## config.mk

```make
export PLATFORM = sky130hd
export DESIGN_NAME = pifo_task_scheduler
export DESIGN_NICKNAME = d
export VERILOG_FILES = /design/src/rtl/pifo_task_scheduler.sv
export SDC_FILE = /design/constraint.sdc
export NUM_CORES = 1
export LEC_CHECK = 0
export CAP_MARGIN = 30
export CORE_MARGIN = 3
export CORE_UTILIZATION = 48
export DETAILED_ROUTE_END_ITERATION = 8
export GPL_TIMING_DRIVEN = 0
export HOLD_SLACK_MARGIN = 0.12
export MAX_ROUTING_LAYER = met4
export PLACE_DENSITY_LB_ADDON = 0.15
export SYNTH_ARGS = -nofsm -noshare
export SYNTH_HDL_FRONTEND = slang
export SYNTH_SLANG_ARGS = --single-unit
```

## constraint.sdc

```tcl
create_clock -name i_clk -period 3.69 [get_ports i_clk]
set_input_delay 0.738 -clock i_clk [delete_from_list [all_inputs] [get_ports i_clk]]
set_output_delay 0.738 -clock i_clk [all_outputs]
set_load 0.1 [all_outputs]
```

## src/rtl/pifo_task_scheduler.sv

```systemverilog
`default_nettype none
// ============================================================================
// Module   : pifo_task_scheduler
// Purpose  : Routes per-port TaskFIFO heads onto PIFO ring RPU slots with
//            round-robin, ring back-pressure and per-tree cooldown.
//            Optional per-slot statistics under PIFO_SCHED_STATS_EN.
// Revision : 1.0
// ============================================================================
module pifo_task_scheduler #(
    parameter int PTW      = 16,
    parameter int MTW      = 0,
    parameter int LEVEL    = 4,
    parameter int TREE_NUM = 4,
    parameter int COOLDOWN = 8
) (
    input  logic                                i_clk,
    input  logic                                i_arst_n,
    input  logic                                i_sched_en,
    input  logic [LEVEL-1:0]                    i_fifo_empty,
    input  logic [PTW+MTW+$clog2(TREE_NUM):0]   i_fifo_data [0:LEVEL-1],
    output logic [LEVEL-1:0]                    o_fifo_pop,
    input  logic [LEVEL-1:0]                    i_ring_busy,
    output logic [LEVEL-1:0]                    o_rpu_push,
    output logic [LEVEL-1:0]                    o_rpu_pop,
    output logic [$clog2(TREE_NUM)-1:0]         o_rpu_tree_id [0:LEVEL-1],
    output logic [PTW+MTW-1:0]                  o_rpu_push_data [0:LEVEL-1],
    output logic [TREE_NUM-1:0]                 o_tree_blocked
`ifdef PIFO_SCHED_STATS_EN
    ,
    output logic [31:0]                         o_issue_cnt [0:LEVEL-1],
    output logic [31:0]                         o_stall_cnt [0:LEVEL-1]
`endif
);

    localparam int TNB = $clog2(TREE_NUM);
    localparam int LB  = $clog2(LEVEL);
    localparam int DW  = PTW + MTW;
    localparam int EW  = 1 + TNB + DW;
    localparam int CW  = $clog2(COOLDOWN + 1);

    logic [CW-1:0]    cooldown  [TREE_NUM];
    logic [LB-1:0]    rr_ptr    [LEVEL];

    logic [TNB-1:0]   head_tree [LEVEL];
    logic [DW-1:0]    head_data [LEVEL];
    logic [LEVEL-1:0] head_push;
    logic [LEVEL-1:0] head_ok;
    logic [LEVEL-1:0] map_ok    [LEVEL];
    logic [LEVEL-1:0] grant     [LEVEL];
    logic [LB-1:0]    win       [LEVEL];
    logic [LEVEL-1:0] slot_gnt;
    logic [TREE_NUM-1:0] tree_gnt;
    logic [LB-1:0]    idx;

    // Head decode; reset also suppresses every request so no pop leaks out.
    always_comb begin
        for (int p = 0; p < LEVEL; p++) begin
            head_push[p] = i_fifo_data[p][EW-1];
            head_tree[p] = i_fifo_data[p][DW +: TNB];
            head_data[p] = i_fifo_data[p][DW-1:0];
            head_ok[p]   = i_arst_n & i_sched_en & ~i_fifo_empty[p]
                         & (cooldown[head_tree[p]] == '0);
        end
        for (int r = 0; r < LEVEL; r++) begin
            for (int p = 0; p < LEVEL; p++) begin
                map_ok[r][p] = head_ok[p] & (head_tree[p][LB-1:0] == LB'(r));
            end
        end
    end

    // Per-slot round-robin search starting at rr_ptr, wrapping mod LEVEL.
    always_comb begin
        idx = '0;
        for (int r = 0; r < LEVEL; r++) begin
            grant[r]    = '0;
            win[r]      = '0;
            slot_gnt[r] = 1'b0;
            for (int k = 0; k < LEVEL; k++) begin
                idx = rr_ptr[r] + LB'(k);
                if (!slot_gnt[r] && !i_ring_busy[r] && map_ok[r][idx]) begin
                    slot_gnt[r]   = 1'b1;
                    win[r]        = idx;
                    grant[r][idx] = 1'b1;
                end
            end
        end
    end

    always_comb begin
        o_fifo_pop = '0;
        tree_gnt   = '0;
        for (int r = 0; r < LEVEL; r++) begin
            o_fifo_pop = o_fifo_pop | grant[r];
            if (slot_gnt[r]) begin
                tree_gnt[head_tree[win[r]]] = 1'b1;
            end
        end
        for (int t = 0; t < TREE_NUM; t++) begin
            o_tree_blocked[t] = (cooldown[t] != '0);
        end
    end

    always_ff @(posedge i_clk or negedge i_arst_n) begin
        if (!i_arst_n) begin
            o_rpu_push <= '0;
            o_rpu_pop  <= '0;
            for (int r = 0; r < LEVEL; r++) begin
                o_rpu_tree_id[r]   <= '0;
                o_rpu_push_data[r] <= '1;
                rr_ptr[r]          <= '0;
            end
            for (int t = 0; t < TREE_NUM; t++) begin
                cooldown[t] <= '0;
            end
        end else begin
            for (int t = 0; t < TREE_NUM; t++) begin
                if (tree_gnt[t]) begin
                    cooldown[t] <= CW'(COOLDOWN - 1);
                end else if (cooldown[t] != '0) begin
                    cooldown[t] <= cooldown[t] - CW'(1);
                end
            end
            for (int r = 0; r < LEVEL; r++) begin
                o_rpu_push[r]      <= slot_gnt[r] & head_push[win[r]];
                o_rpu_pop[r]       <= slot_gnt[r] & ~head_push[win[r]];
                o_rpu_tree_id[r]   <= slot_gnt[r] ? head_tree[win[r]] : '0;
                o_rpu_push_data[r] <= (slot_gnt[r] && head_push[win[r]]) ?
                                      head_data[win[r]] : '1;
                if (slot_gnt[r]) begin
                    rr_ptr[r] <= win[r] + LB'(1);
                end
            end
        end
    end

`ifdef PIFO_SCHED_STATS_EN
    // A stall is a slot with an otherwise grantable head held off by the ring.
    always_ff @(posedge i_clk or negedge i_arst_n) begin
        if (!i_arst_n) begin
            for (int r = 0; r < LEVEL; r++) begin
                o_issue_cnt[r] <= '0;
                o_stall_cnt[r] <= '0;
            end
        end else begin
            for (int r = 0; r < LEVEL; r++) begin
                if (slot_gnt[r] && (o_issue_cnt[r] != '1)) begin
                    o_issue_cnt[r] <= o_issue_cnt[r] + 32'd1;
                end
                if (i_ring_busy[r] && (|map_ok[r]) && (o_stall_cnt[r] != '1)) begin
                    o_stall_cnt[r] <= o_stall_cnt[r] + 32'd1;
                end
            end
        end
    end
`endif

endmodule
`default_nettype wire

```

==> results of run 1 <==
[cells in the final DEF (no fill, tap or decap), drive strengths merged, types with 35 or more instances in the layout]
cell type	n
buf	92
clkbuf	38
clkdlybuf4s50	156
dfrtp	40
dfstp	64
mux2	50
mux2i	104
nand2	89
nand3	35
nor2	39
[how the worst min path moves through the flow]
| stage | cells after the start | slack [ns] | from | end |
|---|---|---|---|---|
| floorplan | 0 | 0.44 | i_arst_n | cooldown[0] |
| global placement | 2 | 0.53 | cooldown[8] | cooldown[8] |
| detailed placement | 2 | 0.53 | cooldown[8] | cooldown[8] |
| CTS | 1 | 0.31 | i_arst_n | cooldown[10] |
| global route | 1 | 0.31 | i_arst_n | o_rpu_pop[3] |
| finish | 1 | 0.32 | i_arst_n | o_rpu_pop[3] |
[critical path: stages]
cell and delay (ns):
buf_4 0.14, and4bb_4 0.41, nand2_2 0.06, mux4_2 0.49, buf_4 0.16, and3_4 0.19
a222oi_1 0.31, nand2_1 0.12, or4_4 0.51, buf_12 0.18
[timing repair]
item | 4_1_cts | 5_1_grt
gates resized for setup | 146 | 58
cloned | 3 | 1
pin swaps | 25 | 20
endpoints found under the hold margin | 0 | 0
endpoints found under the setup margin | 81 | 67
hold buffers | 0 | 0
setup buffers | 31 | 16
[per-layer routing]
| metal | vias up | global-route usage (%) | routed length, um |
|---|---|---|---|
| met5 | - | - | 0 |
| met4 | 0 | 9.09 | 489 |
| met3 | 60 | 4.64 | 2450 |
| met2 | 447 | 48.0 | 14100 |
| met1 | 4081 | 43.2 | 12800 |
| li1 | 3693 | - | - |
[cells by family after synthesis]
group,Yosys count,share of synthesized area [%]
buffers and inverters,83,5.06
multiplexers,162,21.8
XOR/XNOR,10,1.05
adder cells (fa/ha/maj),24,3.61
AO/OA/AOI/OAI,176,16.4
AND/OR/NAND/NOR,294,19.8
flip-flops,104,32.3
other,1,0.0451
[power by group through the flow]
stage / Combinational [mW] / Clock [mW] / Sequential (mW)
floorplan: 1.35 / 0 / 1.53
global placement: 1.97 / 0 / 1.45
detailed placement: 2.00 / 0 / 1.45
CTS: 2.10 / 1.01 / 1.46
global route: 2.43 / 1.05 / 1.50
finish: 2.25 / 0.999 / 1.48
[flip-flops by register name, summed over array words and instances (netlist names)]
name             count
o_rpu_push_data     64
cooldown            16
rr_ptr               8
o_rpu_tree_id        8
o_rpu_push           4
o_rpu_pop            4
[through the flow]
step / worst slack (ns) / cell area, um^2 / TNS (ns)
finish: -0.364 / 11800 / -1.22
global route: -0.403 / 11800 / -2.35
CTS: -0.341 / 11400 / -1.23
detailed placement: -2.23 / 10500 / -76.00
global placement: -5.56 / 10400 / -554.90
floorplan: -0.156 / 8400 / -0.530
[cells in the mapped netlist, types with 7 or more instances]
| library cell | count | area share, % |
|---|---|---|
| mux2i_1 | 101 | 12 |
| nand2_1 | 88 | 4.0 |
| dfstp_2 | 64 | 20 |
| mux2_2 | 48 | 6.5 |
| dfrtp_1 | 40 | 12 |
| nor2_1 | 38 | 1.7 |
| a22oi_1 | 30 | 2.7 |
| o21ai_0 | 30 | 1.8 |
| clkbuf_1 | 26 | 1.2 |
| nand3_1 | 26 | 1.6 |
| ha_1 | 24 | 3.6 |
| inv_1 | 24 | 1.1 |
| o2111ai_1 | 21 | 2.2 |
| nand3b_1 | 20 | 1.8 |
| a21oi_1 | 19 | 1.1 |
| nand2b_1 | 18 | 1.4 |
| nor3_1 | 16 | 0.96 |
| buf_2 | 14 | 0.84 |
| a211oi_1 | 11 | 0.99 |
| nor2b_1 | 11 | 0.83 |
| a222oi_1 | 9 | 1.1 |
| nand3_2 | 9 | 1.1 |
| and2_1 | 8 | 0.60 |
| mux4_2 | 8 | 2.2 |
| or3_1 | 8 | 0.60 |
| and3_1 | 7 | 0.53 |
| xnor2_1 | 7 | 0.74 |
[area by class of cell]
| class | instances | area, um^2 |
|---|---|---|
| buffer | 50 | 363 |
| clock buffer | 11 | 264 |
| clock inverter | 5 | 41.3 |
| fill | 1292 | 4980 |
| inverter | 26 | 109 |
| multi-input combinational | 670 | 5670 |
| sequential | 104 | 2690 |
| tap | 220 | 275 |
| timing repair buffer | 227 | 2370 |
==> run metrics, run 1 <==
status finished, violations left; failing checks negative setup slack; Core Region 16,800 um^2; vias per cell 6.31; Area growth syn-to-layout 41.8%; Die Height 138 um; area of the mapped netlist 8310 um^2; Vias 8,281; reg2reg setup slack 0.08 ns; Async S/R FF share, synth 100%; HPWL Detailed 20.7 mm; Bufs on Longest Clock Path 2; fmax 247 MHz; number of max-slew violations in the final report 0; WP data arrival 3.32 ns; total power 4.73 mW; Worst Setup EP o_fifo_pop[0]; GP Congestion 0.951; RR Endpoint o_rpu_push_data[33]; Routed Antenna Nets 0; Sw Ratio 42.2%; largest net degree at the start of global routing 59; worst r2r src rr_ptr[4]; # DRC 0; CP Max Fanout 8; clk sink count 104; Slew headroom 30.3%; first-pass GRT wire length 44.8 mm; Clock Latency Late Sink 0.36 ns; RSZ-0062 raised after global routing true; syn_area_per_cell 9.73 um^2; Worst-path clk slew 0.07 ns; nets@finish 1,199; post-route insts no fill 1,313; switching power 2.00 mW; critical path class primary input to output port; critical path capture point type output port; placed instance count 1,253; vias in the first global route 8,088; minimum clock period after layout 4.05 ns; Final Hold Slack 0.318 ns; # Max-Cap Violations 0; FF+latch count, synth 104; worst hold-check path type primary input to asynchronous set/reset pin; Most used DFF post-synth dfstp_2; synthesized netlist cell count 854; P_int 2.74 mW; Max VDD drop 0.000400 V; All-Layer GR Usage 31.3%; wirelength, routed 29.8 mm; final setup fails 5; combinational share of power 47.6%; crit path from i_fifo_data[73]; post-synth cell types 86; iteration count of the initial detailed-routing pass 6; # port buffers 171; CTS tree yes; initial antenna violation count 0; DIE AREA 18,900 um^2; share of cells above drive strength 1 30.6%; CTS Buf Count 9; Final Util 70.3%; I/O pin cnt 175; H-tree depth 3; Worst Slack Setup Final -0.364 ns; LEAKAGE 4.95 nW; DR WL/cell 22.7 um; worst endpoint required time 2.95 ns; Root Buffer clkbuf_16; Slew @ Worst Pin 1.04 ns; Yosys warnings 0; Reg power frac 31.3%; Clock power frac 21.1%; proportion of synthesized chip area in sequential cells 32.3%; PwrDens 402 nW/um^2; Final Hold Fails 0; crit start category primary input; die width 138 um; Tcrit/Tclk final 110%; DRT iter0 DRCs 897; Clock Skews 0.0116 ns; FP Rows 47; Initial Util 49.6%; reg2reg path depth 14; Post-synth EDFFs 0; gr ovfl total 0; ANT cells 0
Power figures use the tool's default switching activity.
==> run 2: changes to the inputs <==
--- a/config.mk
+++ b/config.mk
@@ -7,7 +7,7 @@
 export LEC_CHECK = 0
 export CAP_MARGIN = 30
 export CORE_MARGIN = 3
-export CORE_UTILIZATION = 48
+export CORE_UTILIZATION = 53
 export DETAILED_ROUTE_END_ITERATION = 8
 export GPL_TIMING_DRIVEN = 0
 export HOLD_SLACK_MARGIN = 0.12
==> constraint.sdc (replaced) <==
create_clock -name i_clk -period 4 [get_ports i_clk]
set_input_delay 0.8 -clock i_clk [delete_from_list [all_inputs] [get_ports i_clk]]
set_output_delay 0.8 -clock i_clk [all_outputs]
set_load 0.1 [all_outputs]
==> run metrics, run 2 (synthesized netlist as in run 1, its figures left out) <==
status finished, violations left; failing checks negative setup slack; Final Hold Fails 0; gr ovfl total 0; reg2reg setup slack 0.17 ns; worst hold-check path type primary input to asynchronous set/reset pin; die width 131 um; largest registers o_rpu_push_data x64, cooldown x16; CTS Buf Count 9; Tcrit/Tclk final 103%; commonest cells after routing, fill and taps aside clkdlybuf4s50_1 (156), mux2i_1 (101), nand2_1 (85), dfstp_2 (64), mux2_2 (48); DRT iter0 DRCs 811; Design Area, Final 11,500 um^2; All-Layer GR Usage 33.6%; nets@finish 1,185; Slew headroom 30.2%; Clock Skews 0.0110 ns; iteration count of the initial detailed-routing pass 6; Worst Slack Setup Final -0.136 ns; Bufs on Longest Clock Path 2; Die Height 131 um; final setup fails 3; Clock Latency Late Sink 0.36 ns; reg2reg path depth 14; Slew @ Worst Pin 1.04 ns; dpl cell area 10,400 um^2; FP Rows 45; post-route insts no fill 1,291; commonest non-fill, non-tap cell in the layout clkdlybuf4s50_1; minimum clock period after layout 4.14 ns; critical path capture point type output port; # DRC 0; Area growth syn-to-layout 38.3%; CP Max Fanout 8; initial antenna violation count 1; GP Congestion 0.969; cell family with most CP delay simple AND/OR/NAND/NOR gates; Initial Util 54.5%; RR Endpoint o_rpu_push_data[47]; fmax 242 MHz; Top cell by count, worst path buf_12; RSZ-0062 raised after global routing true; Core Region 15,300 um^2; Routed Antenna Nets 0; # port buffers 171; number of max-slew violations in the final report 0; DIE AREA 17,200 um^2; Max VDD drop 0.000257 V; slowest CP cell mux4_2; Largest Register o_rpu_push_data; first-pass GRT wire length 45.3 mm; PwrDens 368 nW/um^2; Root Buffer clkbuf_16; wirelength, routed 28.9 mm; critical path class primary input to output port; Final Util 75.3%; Worst-path clk slew 0.08 ns; max FFs per register 64; H-tree depth 3; Worst Setup EP o_fifo_pop[0]; worst r2r src rr_ptr[4]; LEAKAGE 4.85 nW; HPWL Detailed 19.9 mm; crit-path cells buf_12, and4bb_2, nand2_2, mux4_2, buf_4, and3_4, a222oi_1, nand2_1, or4_4, buf_12; Crit. path cell count 10; clk sink count 104; CTS tree yes; Vias 8,233; placed instance count 1,243; crit path from i_fifo_empty[0]; largest net degree at the start of global routing 35; vias per cell 6.38; I/O pin cnt 175; vias in the first global route 8,233; WP data arrival 3.34 ns; crit start category primary input; DR WL/cell 22.4 um; # Max-Cap Violations 0; Max stage delay on crit path 0.52 ns; share of cells above drive strength 1 28.4%; CP bufs+invs 3; worst endpoint required time 3.20 ns
-- run 2: cell types whose count changed in the layout (fill, tap and decap cells not counted), moves of 2 or more --
cell,change
nand3_2,+3
or4bb_4,-2
buf_16,-5
buf_12,-2
or4bb_1,+2
clkbuf_16,-2
buf_4,-14
nand3_1,-2
or3b_4,-2
clkbuf_2,-2
inv_6,-2
bufbuf_16,+3
buf_2,+3
clkbuf_1,+2
-- run 2: final cells by class --
type | count | area (um^2)
buffer | 50 | 330
inverter | 26 | 106
fill | 1078 | 3760
clock inverter | 6 | 43.8
clock buffer | 10 | 229
multi-input combinational | 670 | 5600
timing repair buffer | 213 | 2230
sequential | 104 | 2690
antenna | 1 | 2.50
tap | 211 | 264
-- run 2: worst min path at each step --
stage,start,endpoint,slack [ns],cells after the start
2_1_floorplan,i_arst_n,cooldown[0],0.50,0
3_3_place_gp,cooldown[8],cooldown[8],0.53,2
3_5_place_dp,cooldown[9],cooldown[9],0.53,2
4_1_cts,i_arst_n,o_rpu_tree_id[3],0.36,1
5_1_grt,i_arst_n,o_rpu_tree_id[3],0.36,1
6_report,i_arst_n,o_rpu_tree_id[3],0.36,1
-- run 2: timing repair --
action	in CTS	in global routing
setup buffers	24	9
hold buffers	0	0
gates cloned	6	0
gates resized for setup	149	41
endpoints found under the setup margin	80	51
pin swaps	25	13
hold endpoints to repair	0	0
-- run 2: per-layer routing --
layer	wire, um	global-route usage (%)
met5	0	-
met1	11600	42.0
met3	2620	7.96
met2	13700	53.4
met4	1040	12.5
-- run 2: report_power, final --
part,internal [mW],switching (mW)
Combinational,0.796,1.22
Sequential,1.20,0.160
Clock,0.426,0.423
Total,2.42,1.81
-- run 2: through the flow --
step	total power [mW]	setup TNS, ns	worst slack, ns	hold WS [ns]
after floorplan	2.66	-0.0907	-0.0907	0.499
after global placement	3.14	-559.81	-5.86	0.532
after detailed placement	3.18	-64.73	-2.07	0.532
after CTS	4.14	-0.212	-0.0973	0.357
after global routing	4.46	-0.503	-0.177	0.358
final	4.22	-0.292	-0.136	0.360
-- run 2: worst register-to-register path: cells and delay by family (launching register included) --
family,cells,cell delay (ns)
multiplexers,4,1.25
buffers and inverters,6,1.00
AO/OA/AOI/OAI,2,0.53
flip-flops,1,0.43
adder cells (fa/ha/maj),1,0.42
AND/OR/NAND/NOR,1,0.09
==> run 3: changes to the inputs <==
--- a/config.mk
+++ b/config.mk
@@ -6,8 +6,10 @@
 export NUM_CORES = 1
 export LEC_CHECK = 0
 export CAP_MARGIN = 30
+export CELL_PAD_IN_SITES_DETAIL_PLACEMENT = 1
+export CELL_PAD_IN_SITES_GLOBAL_PLACEMENT = 2
 export CORE_MARGIN = 3
-export CORE_UTILIZATION = 53
+export CORE_UTILIZATION = 32
 export DETAILED_ROUTE_END_ITERATION = 8
 export GPL_TIMING_DRIVEN = 0
 export HOLD_SLACK_MARGIN = 0.12
==> run metrics, run 3 (synthesized netlist as in run 1, its figures left out) <==
status finished, violations left; failing checks negative setup slack; gr ovfl total 0; pre-CTS setup slack -2.31 ns; Root Buffer clkbuf_16; die width 167 um; cts hold-fix bufs 0; clk sink count 104; number of max-slew violations in the final report 0; # DRC 0; fmax 242 MHz; Final Hold Slack 0.375 ns; DR WL met3 1.70 mm; critical path class primary input to output port; largest net degree at the start of global routing 85; wirelength, routed 32.8 mm; share of cells above drive strength 1 30.0%; # Max-Cap Violations 0; WP data arrival 3.34 ns; crit start category primary input; max FFs per register 64; commonest non-fill, non-tap cell in the layout clkdlybuf4s50_1; WL met1 15.0 mm; max layer used met4; reg2reg path depth 13; total power 4.34 mW; HPWL Detailed 24.0 mm; GP Congestion 0.868; Max VDD drop 0.000352 V; Die Height 167 um; Final Hold Fails 0; I/O pin cnt 175; initial antenna violation count 1; DR WL/cell 23.1 um; ANT cells 0; H-tree depth 3; vias in the first global route 8,448; Clock Latency Late Sink 0.35 ns; Vias 7,979; final setup fails 4; Clock Skews 0.0134 ns; Routed Antenna Nets 0; CP Max Fanout 5; minimum clock period after layout 4.14 ns; nets@finish 1,199; vias per cell 5.61; worst r2r src rr_ptr[6]; PwrDens 367 nW/um^2; Bufs on Longest Clock Path 2; worst endpoint required time 3.20 ns; RSZ-0062 raised after global routing true; LEAKAGE 4.89 nW; Tcrit/Tclk final 104%; CTS tree yes; Worst Slack Setup Final -0.140 ns; crit path from i_fifo_empty[0]; reg2reg setup slack 0.28 ns; All-Layer GR Usage 23.7%; Slew headroom 32.4%; commonest cells after routing, fill and taps aside clkdlybuf4s50_1 (156), mux2i_1 (100), nand2_1 (81), dfstp_2 (64), buf_4 (52); DIE AREA 27,900 um^2; iteration count of the initial detailed-routing pass 5; critical path capture point type output port; FP Rows 58; first-pass GRT wire length 51.2 mm; Largest Register o_rpu_push_data; Core Region 25,300 um^2; worst hold-check path type primary input to asynchronous set/reset pin; CTS Buf Count 9; met2 WL 15.7 mm; Worst-path clk slew 0.08 ns; Initial Util 32.8%; Slew @ Worst Pin 1.01 ns; largest registers o_rpu_push_data x64, cooldown x16; DRT iter0 DRCs 512; # port buffers 171; Area growth syn-to-layout 42.3%
[run 3: final timing paths]
path / endpoint
hold reg to reg: cooldown[8]
hold / removal: o_rpu_tree_id[1]
setup / recovery: o_fifo_pop[0]
setup reg to reg: o_rpu_push_data[57]
min in group i_clk: cooldown[8]
max in group asynchronous: o_rpu_push_data[26]
[run 3: stage by stage]
stage                     util [%]  setup TNS (ns)  instance area, um^2  std cells
after floorplan                  -         -0.0907                 8360        857
after global placement        41.4         -597.98                10500       1358
after detailed placement      42.3          -72.47                10700       1366
after CTS                     45.7          -0.454                11600       1407
after global routing          46.7          -0.994                11800       1423
final                         46.7          -0.256                11800       1423
[run 3: metal layers]
layer	track usage [%]	vias to the layer above
met1	32.4	4025
met5	-	-
li1	-	3666
met4	4.06	0
met2	38.2	259
met3	3.59	29
[run 3: where the power goes]
group / switching [mW] / internal [mW]
Sequential: 0.160 / 1.20
Combinational: 1.27 / 0.826
Clock: 0.436 / 0.446
Total: 1.87 / 2.47
[run 3: final cells by class]
type	instances	area, um^2
Buffer	50	327
Clock buffer	11	243
Clock inverter	5	38.8
Fill cell	2792	13500
Inverter	26	110
Multi-Input combinational cell	670	5650
Sequential cell	104	2690
Tap cell	330	413
Timing Repair Buffer	227	2360
[run 3: repair_timing]
item	in CTS	in global routing
hold endpoints to repair	0	0
setup buffers	28	18
cloned	2	0
pin swaps	29	18
endpoints found under the setup margin	79	36
resized for setup	163	39
[run 3: critical path, stage by stage]
cell and delay (ns):
buf_12 0.11, and4bb_4 0.39, nand2_2 0.08, mux4_2 0.52, and3_4 0.24, a222oi_1 0.34, nand2_1 0.12, or4_4 0.55
buf_12 0.18
